File: src/rtl/vga_pkg.sv
// Shared timing constants, types and helpers for the bouncing-box pixel stage.
// The box position/direction update rule lives here so both axes use identical logic.
package vga_pkg;

  localparam int H_ACTIVE_START = 408;
  localparam int V_ACTIVE_START = 42;
  localparam int H_ACTIVE       = 1280;
  localparam int V_ACTIVE       = 1024;
  localparam int H_TOTAL        = 1688;
  localparam int V_TOTAL        = 1066;
  localparam int BOX_SIZE       = 64;
  localparam int STEP           = 4;
  localparam int XMAX           = H_ACTIVE - BOX_SIZE;
  localparam int YMAX           = V_ACTIVE - BOX_SIZE;

  typedef logic [2:0] colour_idx_t;

  typedef enum logic {
    POS = 1'b0,
    NEG = 1'b1
  } dir_t;

  typedef enum logic [1:0] {
    ST_IDLE  = 2'd0,
    ST_UPD_X = 2'd1,
    ST_UPD_Y = 2'd2
  } motion_state_t;

  typedef struct packed {
    logic [3:0] r;
    logic [3:0] g;
    logic [3:0] b;
  } rgb_t;

  typedef struct packed {
    logic [10:0] pos;
    dir_t        dir;
    logic        bounce;
  } axis_t;

  // Stage-1 pixel decisions carried to the colour stage.
  typedef struct packed {
    logic        active;
    logic        in_box;
    logic        border;
    logic        grid;
    colour_idx_t colour;
    logic        hsync;
    logic        vsync;
  } pix_flags_t;

  localparam rgb_t RGB_BLACK = '{r: 4'h0, g: 4'h0, b: 4'h0};
  localparam rgb_t RGB_WHITE = '{r: 4'hF, g: 4'hF, b: 4'hF};
  localparam rgb_t RGB_GREY  = '{r: 4'h3, g: 4'h3, b: 4'h3};

  function automatic rgb_t colour_decode(input colour_idx_t idx);
    rgb_t c;
    c.r = idx[2] ? 4'hF : 4'h0;
    c.g = idx[1] ? 4'hF : 4'h0;
    c.b = idx[0] ? 4'hF : 4'h0;
    return c;
  endfunction

  // Index 0 would be an invisible black box, so the sequence skips it.
  function automatic colour_idx_t colour_next(input colour_idx_t idx);
    return (idx == 3'd7) ? 3'd1 : idx + 3'd1;
  endfunction

  // One STEP along an axis, clamping to [0, max] and reversing on contact.
  function automatic axis_t axis_step(input logic [10:0] pos, input dir_t dir,
                                      input logic [10:0] max);
    axis_t res;
    res.pos    = pos;
    res.dir    = dir;
    res.bounce = 1'b0;
    if (dir == POS) begin
      if (({1'b0, pos} + 12'(STEP)) >= {1'b0, max}) begin
        res.pos    = max;
        res.dir    = NEG;
        res.bounce = 1'b1;
      end else begin
        res.pos = pos + 11'(STEP);
      end
    end else begin
      if ({1'b0, pos} <= 12'(STEP)) begin
        res.pos    = 11'd0;
        res.dir    = POS;
        res.bounce = 1'b1;
      end else begin
        res.pos = pos - 11'(STEP);
      end
    end
    return res;
  endfunction

endpackage

File: src/rtl/vga_box_motion.sv
// Box motion: walks IDLE -> UPD_X -> UPD_Y once per frame start, moving the box
// and advancing its colour at most once per frame when either axis bounces.
module vga_box_motion
  import vga_pkg::*;
(
  input  logic        clk,
  input  logic        srst,
  input  logic        enable,
  input  logic        frame_start,
  output logic [10:0] box_x,
  output logic [10:0] box_y,
  output colour_idx_t colour_idx
);

  motion_state_t state_q, state_d;
  logic [10:0]   x_q, x_d, y_q, y_d;
  dir_t          dx_q, dx_d, dy_q, dy_d;
  colour_idx_t   colour_q, colour_d;
  logic          en_q, en_d;
  logic          bounce_x_q, bounce_x_d;
  axis_t         x_step, y_step;

  always_ff @(posedge clk) begin
    if (srst) begin
      state_q <= ST_IDLE;
    end else begin
      state_q <= state_d;
    end
  end

  always_comb begin
    state_d = state_q;
    case (state_q)
      ST_IDLE:  if (frame_start) state_d = ST_UPD_X;
      ST_UPD_X: state_d = ST_UPD_Y;
      ST_UPD_Y: state_d = ST_IDLE;
      default:  state_d = ST_IDLE;
    endcase
  end

  always_comb begin
    x_d        = x_q;
    y_d        = y_q;
    dx_d       = dx_q;
    dy_d       = dy_q;
    colour_d   = colour_q;
    en_d       = en_q;
    bounce_x_d = bounce_x_q;
    x_step     = axis_step(x_q, dx_q, 11'(XMAX));
    y_step     = axis_step(y_q, dy_q, 11'(YMAX));
    case (state_q)
      // ENABLE is captured once so a frame never half-moves.
      ST_IDLE: if (frame_start) en_d = enable;
      ST_UPD_X: begin
        bounce_x_d = en_q & x_step.bounce;
        if (en_q) begin
          x_d  = x_step.pos;
          dx_d = x_step.dir;
        end
      end
      ST_UPD_Y: begin
        if (en_q) begin
          y_d  = y_step.pos;
          dy_d = y_step.dir;
          if (bounce_x_q || y_step.bounce) colour_d = colour_next(colour_q);
        end
      end
      default: ;
    endcase
  end

  always_ff @(posedge clk) begin
    if (srst) begin
      x_q        <= '0;
      y_q        <= '0;
      dx_q       <= POS;
      dy_q       <= POS;
      colour_q   <= 3'd1;
      en_q       <= 1'b0;
      bounce_x_q <= 1'b0;
    end else begin
      x_q        <= x_d;
      y_q        <= y_d;
      dx_q       <= dx_d;
      dy_q       <= dy_d;
      colour_q   <= colour_d;
      en_q       <= en_d;
      bounce_x_q <= bounce_x_d;
    end
  end

  assign box_x      = x_q;
  assign box_y      = y_q;
  assign colour_idx = colour_q;

endmodule

File: src/rtl/vga_bounce_box.sv
// Two-stage pixel colour pipeline: stage 1 classifies the pixel, stage 2 picks RGB.
// Sync bits ride the same two stages so they stay aligned with the colour.
module vga_bounce_box
  import vga_pkg::*;
(
  input  logic        CLK,
  input  logic        RST,
  input  logic        ENABLE,
  input  logic [10:0] HPOS,
  input  logic [10:0] VPOS,
  input  logic        HSYNC_IN,
  input  logic        VSYNC_IN,
  output logic [3:0]  R,
  output logic [3:0]  G,
  output logic [3:0]  B,
  output logic        HSYNC,
  output logic        VSYNC
);

  localparam pix_flags_t FLAGS_RESET = '{active: 1'b0, in_box: 1'b0, border: 1'b0,
                                         grid: 1'b0, colour: 3'd0, hsync: 1'b1,
                                         vsync: 1'b1};

  logic        frame_start;
  logic [10:0] box_x, box_y;
  colour_idx_t colour_idx;
  logic [10:0] ax, ay;
  pix_flags_t  flags_q, flags_d;
  rgb_t        pix_q, pix_d;
  logic        hsync_q, hsync_d, vsync_q, vsync_d;

  assign frame_start = (HPOS == 11'd0) && (VPOS == 11'd0);

  vga_box_motion u_motion (
    .clk        (CLK),
    .srst       (RST),
    .enable     (ENABLE),
    .frame_start(frame_start),
    .box_x      (box_x),
    .box_y      (box_y),
    .colour_idx (colour_idx)
  );

  always_comb begin
    flags_d = FLAGS_RESET;
    ax      = HPOS - 11'(H_ACTIVE_START);
    ay      = VPOS - 11'(V_ACTIVE_START);
    flags_d.active = (HPOS >= 11'(H_ACTIVE_START)) && (HPOS < 11'(H_ACTIVE_START + H_ACTIVE)) &&
                     (VPOS >= 11'(V_ACTIVE_START)) && (VPOS < 11'(V_ACTIVE_START + V_ACTIVE));
    // 12-bit compare keeps box_x + BOX_SIZE from wrapping.
    flags_d.in_box = ({1'b0, ax} >= {1'b0, box_x}) &&
                     ({1'b0, ax} <  ({1'b0, box_x} + 12'(BOX_SIZE))) &&
                     ({1'b0, ay} >= {1'b0, box_y}) &&
                     ({1'b0, ay} <  ({1'b0, box_y} + 12'(BOX_SIZE)));
    flags_d.border = (ax == 11'd0) || (ax == 11'(H_ACTIVE - 1)) ||
                     (ay == 11'd0) || (ay == 11'(V_ACTIVE - 1));
    flags_d.grid   = (ax[6:0] == 7'd0) || (ay[6:0] == 7'd0);
    flags_d.colour = colour_idx;
    flags_d.hsync  = HSYNC_IN;
    flags_d.vsync  = VSYNC_IN;
  end

  always_comb begin
    pix_d   = RGB_BLACK;
    hsync_d = flags_q.hsync;
    vsync_d = flags_q.vsync;
    if (flags_q.active) begin
      if (flags_q.in_box)      pix_d = colour_decode(flags_q.colour);
      else if (flags_q.border) pix_d = RGB_WHITE;
      else if (flags_q.grid)   pix_d = RGB_GREY;
    end
  end

  always_ff @(posedge CLK) begin
    if (RST) begin
      flags_q <= FLAGS_RESET;
      pix_q   <= RGB_BLACK;
      hsync_q <= 1'b1;
      vsync_q <= 1'b1;
    end else begin
      flags_q <= flags_d;
      pix_q   <= pix_d;
      hsync_q <= hsync_d;
      vsync_q <= vsync_d;
    end
  end

  assign R     = pix_q.r;
  assign G     = pix_q.g;
  assign B     = pix_q.b;
  assign HSYNC = hsync_q;
  assign VSYNC = vsync_q;

endmodule
File: config.mk
export PLATFORM = sky130hd
export DESIGN_NAME = vga_bounce_box
export DESIGN_NICKNAME = d
export VERILOG_FILES = /design/src/rtl/vga_pkg.sv /design/src/rtl/vga_box_motion.sv /design/src/rtl/vga_bounce_box.sv
export SDC_FILE = /design/constraint.sdc
export NUM_CORES = 1
export LEC_CHECK = 0
export CORE_MARGIN = 2
export CORE_UTILIZATION = 44
export CTS_BUF_LIST = sky130_fd_sc_hd__clkbuf_4
export DETAILED_ROUTE_END_ITERATION = 6
export PLACE_DENSITY_LB_ADDON = 0.15
export SLEW_MARGIN = 25
export SYNTH_ARGS = -nofsm -noshare
export SYNTH_HDL_FRONTEND = slang
export SYNTH_HIERARCHICAL = 1
export SYNTH_SLANG_ARGS = --single-unit
File: constraint.sdc
create_clock -name CLK -period 6.5 [get_ports CLK]
set_input_delay 1.3 -clock CLK [delete_from_list [all_inputs] [get_ports CLK]]
set_output_delay 1.3 -clock CLK [all_outputs]
set_load 0.01 [all_outputs]
# [After elaboration in Yosys (flattened, before gate mapping)]
# Index checks and enable logic that the tools add are counted.
[word_totals] regBits=54 output_inout_bits=14 in_bits=27 wordCells=94
[op_classes] bitwise_logic=2 eq_ne=6 magnitude_cmp=12 muxes=19 reduce_logical=24 add_sub_neg=11
[ops] operator="11-bit zero test" n=4
[ops] operator="11-bit two-way mux" n=4
[ops] operator="13-bit two-way mux" n=2
[ops] operator="11-bit by 3-bit adder with 12-bit output (second input constant)" n=2
[ops] operator="11-bit by 7-bit adder with 12-bit output (second input constant)" n=2
[ops] operator="11-bit by 12-bit less-than comparator with 1-bit output" n=2
[ops] operator="12-bit two-way mux" n=2
[ops] operator="11-bit by 3-bit adder with 11-bit output (second input constant)" n=2
[ops] operator="11-bit greater-or-equal comparator" n=2
[ops] operator="11-bit by 3-bit <= comparator with 1-bit output (second input constant)" n=2
[ops] operator="11-bit less-than comparator (second input constant)" n=2
[ops] operator="11-bit by 3-bit subtractor with 11-bit output (second input constant)" n=2
[ops] operator="7-bit zero test" n=2
[ops] operator="12-bit by 10-bit greater-or-equal comparator with 1-bit output (second input constant)" n=1
[ops] operator="12-bit by 11-bit greater-or-equal comparator with 1-bit output (second input constant)" n=1
[ops] operator="4-bit two-way mux" n=3
[ops] operator="11-bit by 10-bit == test with 1-bit output (second input constant)" n=1
[ops] operator="11-bit == test (second input constant)" n=1
[ops] operator="11-bit by 6-bit greater-or-equal comparator with 1-bit output (second input constant)" n=1
[ops] operator="11-bit by 9-bit greater-or-equal comparator with 1-bit output (second input constant)" n=1
[ops] operator="11-bit by 6-bit subtractor with 11-bit output (second input constant)" n=1
[ops] operator="11-bit by 9-bit subtractor with 11-bit output (second input constant)" n=1
[ops] operator="10-bit two-way mux" n=1
[ops] operator="2-bit two-way mux" n=5
[ops] operator="other kinds (15)" n=27

# [Logic depth before layout (Yosys ltp)]
# Gate-level depths: netlist of run 1.
[logic_depth] ltp_word=6 ltp_mapped=12 ltp_nobuf=12

# [Modules after synthesis]
# Netlist of run 1, hierarchy kept.
[by_module_without_submodules] mod="vga_box_motion" area_each_um2=2080.7 cells_per_inst=277 n_inst=1 seq_area_each_um2=540.5
[by_module_without_submodules] mod="vga_bounce_box" area_each_um2=2021.9 cells_per_inst=257 n_inst=1 seq_area_each_um2=340.3

# [Worst setup path after synthesis of run 1]
# OpenSTA, ideal clock, no wires.
[synth_timing] path_kind="in2reg" startpoint="input HPOS[3]" endpoint="register flags_q[7] in the netlist's numbering" setup_time_ps=92 path_buffers=0 t_required_ps=6408 arrival_ps=3286 stages=10 slack_ps=3122 path_cell_list="ha_1 or3_1 nand3_1 xor2_1 ha_1 a21o_1 a21o_1 a221oi_1 nand3_1 nor4_1"
[synth_between] elab_chain_len=5 elab_cells_between_ends=6 classes_between="add/sub: 1; order compare: 2; reduce/logical: 3"
[synth_lines] item="start, declared" line_no="vga_bounce_box.sv:9" rtl="input logic [10:0] HPOS,"
[synth_lines] item="11-bit by 9-bit subtractor with 11-bit output *" line_no="vga_bounce_box.sv:46" rtl="ax = HPOS - 11'(H_ACTIVE_START);"
[synth_lines] item="11-bit by 12-bit less-than comparator with 1-bit output or 11-bit greater-or-equal comparator (tied branches)" line_no="vga_bounce_box.sv:52, vga_bounce_box.sv:51"
[synth_lines] item="1-bit logical AND *" line_no="vga_bounce_box.sv:51" rtl="flags_d.in_box = ({1'b0, ax} >= {1'b0, box_x}) &&"
[synth_lines] item="1-bit logical AND *" line_no="vga_bounce_box.sv:52" rtl="({1'b0, ax} < ({1'b0, box_x} + 12'(BOX_SIZE))) &&"
[synth_lines] item="1-bit logical AND *" line_no="vga_bounce_box.sv:53" rtl="({1'b0, ay} >= {1'b0, box_y}) &&"
[synth_lines] item="end signal, assigned" line_no="vga_bounce_box.sv:81" rtl="flags_q <= flags_d;"
[synth_lines] item="end, declared" line_no="vga_bounce_box.sv:28" rtl="pix_flags_t flags_q, flags_d;"
# Mark *: on every way between the ends. The rest lies on a longest branch, timed or not.
# A chain may end at the register's enable or synchronous reset.

# [Final worst setup path of run 1]
[layout_timing] startpoint="input VPOS[1]" endpoint="register flags_q[7] in the netlist's numbering"
[layout_between] elab_chain_len=4 elab_cells_between_ends=5 classes_between="add/sub: 1; order compare: 2; reduce/logical: 2"
[layout_lines] item="start, declared" line_no="vga_bounce_box.sv:10" rtl="input logic [10:0] VPOS,"
[layout_lines] item="11-bit by 6-bit subtractor with 11-bit output *" line_no="vga_bounce_box.sv:47" rtl="ay = VPOS - 11'(V_ACTIVE_START);"
[layout_lines] item="11-bit greater-or-equal comparator" line_no="vga_bounce_box.sv:53"
[layout_lines] item="1-bit logical AND" line_no="vga_bounce_box.sv:52"
[layout_lines] item="1-bit logical AND *" line_no="vga_bounce_box.sv:53"
# Marked as above.

==> results.toml, run 1 <==
[run_status]
status = "completed"

[critical_path]
cp_slowest_cell = "clkdlybuf4s50_1"
cp_common_cell = "ha_1"
crit_fanout = 6
required_ns = 6.77
crit_type = "input port to flip-flop"
cp_slowest_stage_delay_ns = 0.53
crit_chain = "clkdlybuf4s50_1 -> inv_1 -> ha_1 -> and2b_4 -> o21a_4 -> nor4_2 -> xor2_1 -> ha_1 -> and3_1 -> a221o_1 -> a21oi_1 -> nor4_1"
startpoint_type = "input port"
arrival_ns = 4.05
reg2reg_slack_ns = 3.99
worst_r2r_startpoint = "u_motion/box_x[2]"
ff2ff_path_depth = 7
timing.rr.end = "u_motion/box_x[4]"
worst_setup_path_end_kind = "flip-flop"

[pwr]
p_total_mw = 0.573
switching_power_mw = 0.185
comb_power_share = 0.272
p_int_mw = 0.388
p_seq_frac = 0.493
p_clk_frac = 0.235
vdd_ir_drop_max_mv = 0.0640
leakage_nw = 1.68
power_density_nw_per_um2 = 126
switching_share = 0.323

[final_layout]
nets = 624
layout-drive-gt1-share = 0.0616
final_area_sq_um = 4540
area_growth_pct = 10.6
regArea_sq_um = 881
nFillCells = 925
diodes = 0
multi_input_area_sq_um = 2900

[clock_tree]
htreeDepth = 2
clk-insertion-delay-late_ns = 0.36
cts-root-buf = "clkbuf_4"
cts_hold_buf = 0
cts_tree = "done"
cts_sinks = 44
cts_buffers = 5
cts_resized = 0
clock_path_buffers = 2
clkTransAtPathRegs_ns = 0.15
cts_setup_buffers = 0

[timing]
timing.hold.ws_ns = 0.437
tns_ns = 0
relSlewSlack = 0.486
min_period_over_period = 0.582
hold_viol = 0
setup_slack_ns = 2.72
min_period_ns = 3.78
worstMarginPinSlew_ns = 0.771
fin_skew_ns = 0.0195
rsz0062_at_grt = "no"
finalSetupViolations = 0
slew_viol_final = 0
max_freq_mhz = 264

[yosys]
ys_seq_area_frac = 0.215
synth_area_sq_um = 4100
synth_top_area_frac = 0.215
async_flop_share = 0
ys_seq_elements = 44
yosys-top-cells-area = "dfxtp_1 (21%), ha_1 (14%), a21oi_1 (4.8%)"
synth_edf_count = 0
syn_avg_cell_area_sq_um = 7.68
synth_flop_cell = "dfxtp_1"
synth_top_area_cell = "dfxtp_1"
postSynthCellCount = 534
yosys_warnings = 6
ys_types = 72

[die]
core_sq_um = 9150
start_util = 0.448
dieArea_sq_um = 10100
die_y_microns = 101
rows = 35
die_x_microns = 101
io_pins = 41

[placed_design]
dp_hpwl_microns = 7440
port_buffers = 40
place_ws_ns = 2.35
place_congestion = 0.846
placed_area_sq_um = 4490

[global_routing]
grt_pass1_wl_microns = 16800
antenna_found_initial = 0
grt_pass1_vias = 3686
grt_max_degree = 29
grt.overflow.total = 0
grt_usage = 0.202

[detailed_routing]
vias = 3763
via_per_inst = 5.68
drc_errors = 0
drt_iter0_drc = 204
drtAntennaViolNets = 0
wl_per_cell_microns = 14.9
wl_microns = 9870
first_pass_iters = 5

[hold_path]
hold_class = "flip-flop to flip-flop"
whs_path_depth = 1
min_to = "VSYNC"
worst_hold_startpoint = "vsync_d"

[job]
drv_cap = 0
[how the worst max path moves through the flow]
stage / start / to / slack [ns] / cells past startpoint
2_1_floorplan: HPOS[3] / flags_q[7] / 3.12 / 10
3_3_place_gp: VPOS[1] / flags_q[7] / 2.41 / 13
3_5_place_dp: VPOS[1] / flags_q[7] / 2.35 / 12
4_1_cts: VPOS[1] / flags_q[7] / 2.73 / 12
5_1_grt: VPOS[1] / flags_q[7] / 2.54 / 13
6_report: VPOS[1] / flags_q[7] / 2.72 / 12
[cells in the mapped netlist (5+ instances only)]
cell	instances
nand2_1	28
buf_2	5
nor2_1	44
nor2b_1	9
dfxtp_1	44
a21oi_1	39
nand2b_1	5
xnor2_1	18
a211oi_1	6
inv_1	40
or2_2	7
nand4_1	9
nor3_1	20
or3_1	8
xor2_1	12
o22ai_1	5
and3_1	8
buf_4	10
clkbuf_1	18
o21ai_0	28
nand3_1	24
ha_1	45
a21o_1	12
nor4_1	5
[stage by stage]
step / util / cells
floorplan: - / 537
detailed placement: 0.490 / 656
CTS: 0.496 / 663
global placement: 0.490 / 656
finish: 0.496 / 663
global route: 0.496 / 663
[sequential cells by signal, summed over array words and instances, names as in the netlist]
register and cells:
R 2, u_motion/en_q 1, u_motion/colour_idx 3, u_motion/bounce_x_q 1, u_motion/state_q 2, u_motion/box_x 9, flags_q 7, vsync_d 1
u_motion/dy_q 1, VSYNC 1, G 2, u_motion/dx_q 1, B 2, u_motion/box_y 9, HSYNC 1, hsync_d 1
[cells by family (layout without fill, tap and decap cells)]
kind of cell / count (synthesis) / after routing / synth area share
simple gates: 197 / 197 / 0.262
compound gates: 137 / 137 / 0.225
buf+inv: 74 / 89 / 0.0802
fa+ha+maj: 45 / 45 / 0.137
flops: 44 / 44 / 0.215
xor+xnor: 30 / 30 / 0.0640
mux: 6 / 6 / 0.0152
other cells: 1 / 4 / 0.000914
[power groups by stage]
stage	Combinational, mW	Clock (mW)	Sequential [mW]
5_1_grt	0.178	0.153	0.283
4_1_cts	0.156	0.142	0.282
3_3_place_gp	0.150	0	0.288
3_5_place_dp	0.154	0	0.288
6_report	0.156	0.135	0.282
2_1_floorplan	0.113	0	0.283
[cell usage in the layout, fill, tap and decap left out, types with 9 or more instances in the layout]
cell	synthesis	final
inv_1	40	40
nor2_1	44	44
a21o_1	12	12
clkdlybuf4s50_1	0	40
dfxtp_1	44	44
nand3_1	24	24
nand4_1	9	9
ha_1	45	45
a21oi_1	39	39
nor3_1	20	20
nor2b_1	9	9
nand2_1	28	28
o21ai_0	28	28
xor2_1	12	12
xnor2_1	18	18
[critical path, delay by kind of cell]
kind,cells,cell delay [ns]
buffers and inverters,2,0.71
AOI/OAI and AO/OA,3,0.67
and+or+nand+nor,4,0.58
adders and majority gates,2,0.50
xor gates and xnor gates,1,0.29
[layout make-up]
class	instances	share of cell area
Tap cell	111	0.0306
Clock buffer	5	0.00827
Multi-Input combinational cell	419	0.640
Timing Repair Buffer	42	0.0915
Sequential cell	44	0.194
Clock inverter	2	0.00276
Inverter	40	0.0331
[layer usage]
metal / vias to the layer above / wire length (microns) / global-route usage
li1: 1955 / - / -
met2: 71 / 4670 / 0.353
met3: 7 / 419 / 0.0312
met5: - / 0 / 0
met4: 0 / 90 / 0.0443
met1: 1730 / 4690 / 0.262
Power figures use the tool's default switching activity.
==> run 2, diff against run 1 <==
clock period = 3.5 ns   (was 6.5 ns; I/O delays follow)
==> run 2 against run 1 <==
Combinational power increased by 96%. Non-clock buffer count increased by 11. Power increased by 94%. Hold slack got worse by 0.0068 ns. Sequential power increased by 86%. Routed wire length increased by 0.98%. Largest power group unchanged. Via count increased by 2.2%. Global-route usage increased by 0.087 points. Critical path depth increased by 1.
==> results.toml, run 2 (same netlist as run 1, synthesis figures left out) <==
[run_status]
status = "completed"

[timing]
min_period_ns = 3.06
max_freq_mhz = 327
fin_skew_ns = 0.0365
finalSetupViolations = 0
min_period_over_period = 0.875
relSlewSlack = 0.459
tns_ns = 0
rsz0062_at_grt = "no"
hold_viol = 0
slew_viol_final = 0
setup_slack_ns = 0.439
worstMarginPinSlew_ns = 0.812

[job]
drv_cap = 0

[global_routing]
grt_pass1_vias = 3646
grt.overflow.total = 0
grt_max_degree = 43
grt_usage = 0.203
grt_pass1_wl_microns = 16800
antenna_found_initial = 0

[final_layout]
layout-drive-gt1-share = 0.0816
diodes = 0
nFillCells = 902
area_growth_pct = 12.9
final_common_cell = "ha_1"
layout_common_cells = "ha_1 (45), dfxtp_1 (44), nor2_1 (44)"
nets = 635

[clock_tree]
cts_sinks = 44
clkTransAtPathRegs_ns = 0.14
clock_path_buffers = 2
htreeDepth = 2
cts-root-buf = "clkbuf_4"
cts_tree = "done"
cts_hold_buf = 0
cts_buffers = 5
cts_resized = 0
cts_setup_buffers = 0
clk-insertion-delay-late_ns = 0.39

[critical_path]
crit_fanout = 6
worst_r2r_startpoint = "u_motion/box_x[2]"
startpoint_type = "input port"
cp_slowest_stage_delay_ns = 0.57
crit_type = "input port to flip-flop"
required_ns = 3.78
ff2ff_path_depth = 7
reg2reg_slack_ns = 0.96
cp_slowest_cell = "clkdlybuf4s50_1"
worst_setup_path_end_kind = "flip-flop"
arrival_ns = 3.34
cp_top_family = "simple AND/OR/NAND/NOR gates"
timing.rr.end = "u_motion/box_x[4]"
crit_cells = 13
crit_start = "VPOS[1]"
crit_chain = "clkdlybuf4s50_1 -> inv_1 -> ha_1 -> and2b_4 -> o22ai_1 -> xor2_1 -> ha_1 -> and4b_1 -> o21ai_0 -> a21oi_1 -> nor3_1 -> a21oi_1 -> nor4_1"
crit_buf_inv = 2

[detailed_routing]
first_pass_iters = 4
vias = 3847
drtAntennaViolNets = 0
drc_errors = 0
wl_per_cell_microns = 14.8
wl_microns = 9970
via_per_inst = 5.70
drt_iter0_drc = 201

[hold_path]
worst_hold_startpoint = "vsync_d"
whs_path_depth = 1
min_to = "VSYNC"
hold_class = "flip-flop to flip-flop"

[pwr]
leakage_nw = 1.74
power_density_nw_per_um2 = 240
vdd_ir_drop_max_mv = 0.105

[die]
io_pins = 41
start_util = 0.448
dieArea_sq_um = 10100
die_y_microns = 101
rows = 35
core_sq_um = 9150
die_x_microns = 101

[placed_design]
place_ws_ns = 0.0668
dp_hpwl_microns = 7440
place_congestion = 0.816
port_buffers = 40
run 2: report_power, final:
part	total, mW	leakage (nW)	switching (mW)	internal [mW]
clock	0.280	0.0319	0.192	0.0880
combinational	0.305	1.35	0.156	0.149
sequential	0.525	0.356	0.0156	0.509
run 2: worst max path at each step:
stage | endpoint | slack (ns)
floorplan | flags_q[7] | 0.72
finish | flags_q[7] | 0.44
CTS | flags_q[7] | 0.45
detailed placement | flags_q[7] | 0.07
global route | flags_q[7] | 0.22
global placement | flags_q[7] | 0.14
run 2: area by class of cell:
| class | instances | area (sq um) | share of cell area |
|---|---|---|---|
| Clock buffer | 6 | 45.0 | 0.00972 |
| Multi-Input combinational cell | 419 | 2900 | 0.627 |
| Sequential cell | 44 | 881 | 0.190 |
| Inverter | 40 | 150 | 0.0324 |
| Timing Repair Buffer | 53 | 498 | 0.107 |
| Clock inverter | 2 | 16.3 | 0.00351 |
| Tap cell | 111 | 139 | 0.0300 |
run 2: metal layers:
| layer | routed length (microns) | share of wire | global-route usage |
|---|---|---|---|
| met5 | 0 | 0 | 0 |
| met4 | 192 | 0.019 | 0.0727 |
| met3 | 414 | 0.042 | 0.0312 |
| met2 | 4480 | 0.45 | 0.330 |
| met1 | 4880 | 0.49 | 0.272 |
run 2: per-stage QoR:
stage                     power, mW  instances  hold WS (ns)  area, sq um  utilization
after floorplan               0.735        537         0.389         4110            -
after global placement        0.829        667         0.395         4570        0.500
after detailed placement      0.836        667         0.397         4570        0.500
after CTS                      1.11        675         0.430         4630        0.506
after global routing           1.18        675         0.463         4630        0.506
final                          1.11        675         0.430         4630        0.506
==> run 3, diff against run 2 <==
CORE_UTILIZATION = 45   (was 44)
SLEW_MARGIN = unset   (was 25)
==> run 3 against run 2 <==
Non-clock buffer count unchanged. Combinational power hardly changed. Setup slack worse by 0.034 ns. Sequential power is essentially flat. Clock skew is 0.029 ns lower. Power increased by 3.6%. Final cell count shrank 0.44%. Critical path type unchanged.
==> results.toml, run 3 (same netlist as run 1, synthesis figures left out) <==
[critical_path]
ff2ff_path_depth = 7
crit_fanout = 3
crit_chain = "clkdlybuf4s50_1 -> ha_1 -> or3_1 -> nand3_1 -> xor2_1 -> ha_1 -> a21o_1 -> a21o_1 -> a221oi_1 -> nand3_1 -> nor4_1"
arrival_ns = 3.36
cp_slowest_stage_delay_ns = 0.43
crit_type = "input port to flip-flop"
worst_setup_path_end_kind = "flip-flop"
worst_r2r_startpoint = "u_motion/box_x[2]"
reg2reg_slack_ns = 0.99
cp_slowest_cell = "clkdlybuf4s50_1"
required_ns = 3.76
startpoint_type = "input port"
timing.rr.end = "u_motion/box_x[4]"

[die]
io_pins = 41
dieArea_sq_um = 9900
rows = 34
die_x_microns = 99.5
die_y_microns = 99.5
start_util = 0.468
core_sq_um = 8760

[final_layout]
diodes = 0
nFillCells = 848
fin_cells = 672
area_growth_pct = 13.3
final_common_cell = "ha_1"
nets = 635
layout_common_cells = "ha_1 (45), dfxtp_1 (44), nor2_1 (44)"
layout-drive-gt1-share = 0.0816

[timing]
hold_viol = 0
fin_skew_ns = 0.00785
min_period_over_period = 0.884
slew_viol_final = 0
min_period_ns = 3.10
rsz0062_at_grt = "no"
max_freq_mhz = 323
worstMarginPinSlew_ns = 0.768
tns_ns = 0
relSlewSlack = 0.488
finalSetupViolations = 0

[global_routing]
grt_pass1_vias = 3759
antenna_found_initial = 0
grt_max_degree = 43
grt_pass1_wl_microns = 17300
grt.overflow.total = 0
grt_usage = 0.208

[pwr]
power_density_nw_per_um2 = 247
vdd_ir_drop_max_mv = 0.205
p_total_mw = 1.15
leakage_nw = 1.75

[clock_tree]
cts_tree = "done"
cts_setup_buffers = 0
clock_path_buffers = 2
cts_hold_buf = 0
clkTransAtPathRegs_ns = 0.13
cts-root-buf = "clkbuf_4"
cts_sinks = 44
htreeDepth = 2
cts_buffers = 5
cts_resized = 0
clk-insertion-delay-late_ns = 0.35

[detailed_routing]
wl_microns = 10100
first_pass_iters = 4
drc_errors = 0
via_per_inst = 5.81
drtAntennaViolNets = 0
wl_per_cell_microns = 15.0
vias = 3901
drt_iter0_drc = 172

[placed_design]
place_congestion = 0.855
port_buffers = 40
dp_hpwl_microns = 7620
placed_cells = 664

[hold_path]
worst_hold_startpoint = "hsync_d"
min_to = "HSYNC"
whs_path_depth = 1
hold_class = "flip-flop to flip-flop"

[run_status]
status = "completed"

[job]
drv_cap = 0
==> run 3: changes by cell type in the layout (fill, tap and decap cells not counted) <==
cell        before  now
clkinv_2         0    1
bufinv_16        0    1
clkinv_4         1    0
clkinvlp_4       1    0
==> run 3: through the flow <==
step	setup slack [ns]	area, sq um	hold WS, ns	util
finish	0.405	4650	0.424	0.530
global route	0.189	4650	0.448	0.530
CTS	0.413	4650	0.426	0.530
detailed placement	0.0616	4570	0.394	0.521
global placement	0.131	4570	0.394	0.521
floorplan	0.722	4110	0.389	-
==> run 3: area by class of cell <==
cell class	count	area [sq um]	area share
sequential	44	881	0.190
multi-input combinational	419	2900	0.625
tap	108	135	0.0291
inverter	40	150	0.0323
clock inverter	2	35.0	0.00754
clock buffer	6	45.0	0.00969
timing repair buffer	53	498	0.107
==> run 3: worst max-delay path: cells and delay by family <==
family | cells | cell delay, ns
AND/OR/NAND/NOR | 4 | 0.86
AO/OA/AOI/OAI | 3 | 0.60
adder cells (fa/ha/maj) | 2 | 0.51
buffers and inverters | 1 | 0.43
XOR/XNOR | 1 | 0.24
==> run 3: power by group <==
part | switching (mW) | total [mW] | internal, mW | leakage, nW
sequential | 0.0146 | 0.524 | 0.509 | 0.356
combinational | 0.155 | 0.304 | 0.149 | 1.35
clock | 0.164 | 0.322 | 0.158 | 0.0456
==> run 3: worst max-delay path by stage <==
stage,from,end,slack (ns),cells past startpoint
5_1_grt,HPOS[3],flags_q[7],0.19,11
6_report,HPOS[3],flags_q[7],0.40,11
3_3_place_gp,HPOS[3],flags_q[7],0.13,11
4_1_cts,HPOS[3],flags_q[7],0.41,11
2_1_floorplan,HPOS[3],flags_q[7],0.72,10
3_5_place_dp,HPOS[3],flags_q[7],0.06,11
==> run 3: metal layers <==
| layer | GRT usage | part of all wire | vias up | wire length [microns] |
|---|---|---|---|---|
| met3 | 0.0302 | 0.049 | 14 | 489 |
| li1 | - | - | 1982 | - |
| met4 | 0.0558 | 0.018 | 0 | 182 |
| met5 | 0 | 0 | - | 0 |
| met2 | 0.347 | 0.46 | 101 | 4600 |
| met1 | 0.281 | 0.48 | 1804 | 4800 |
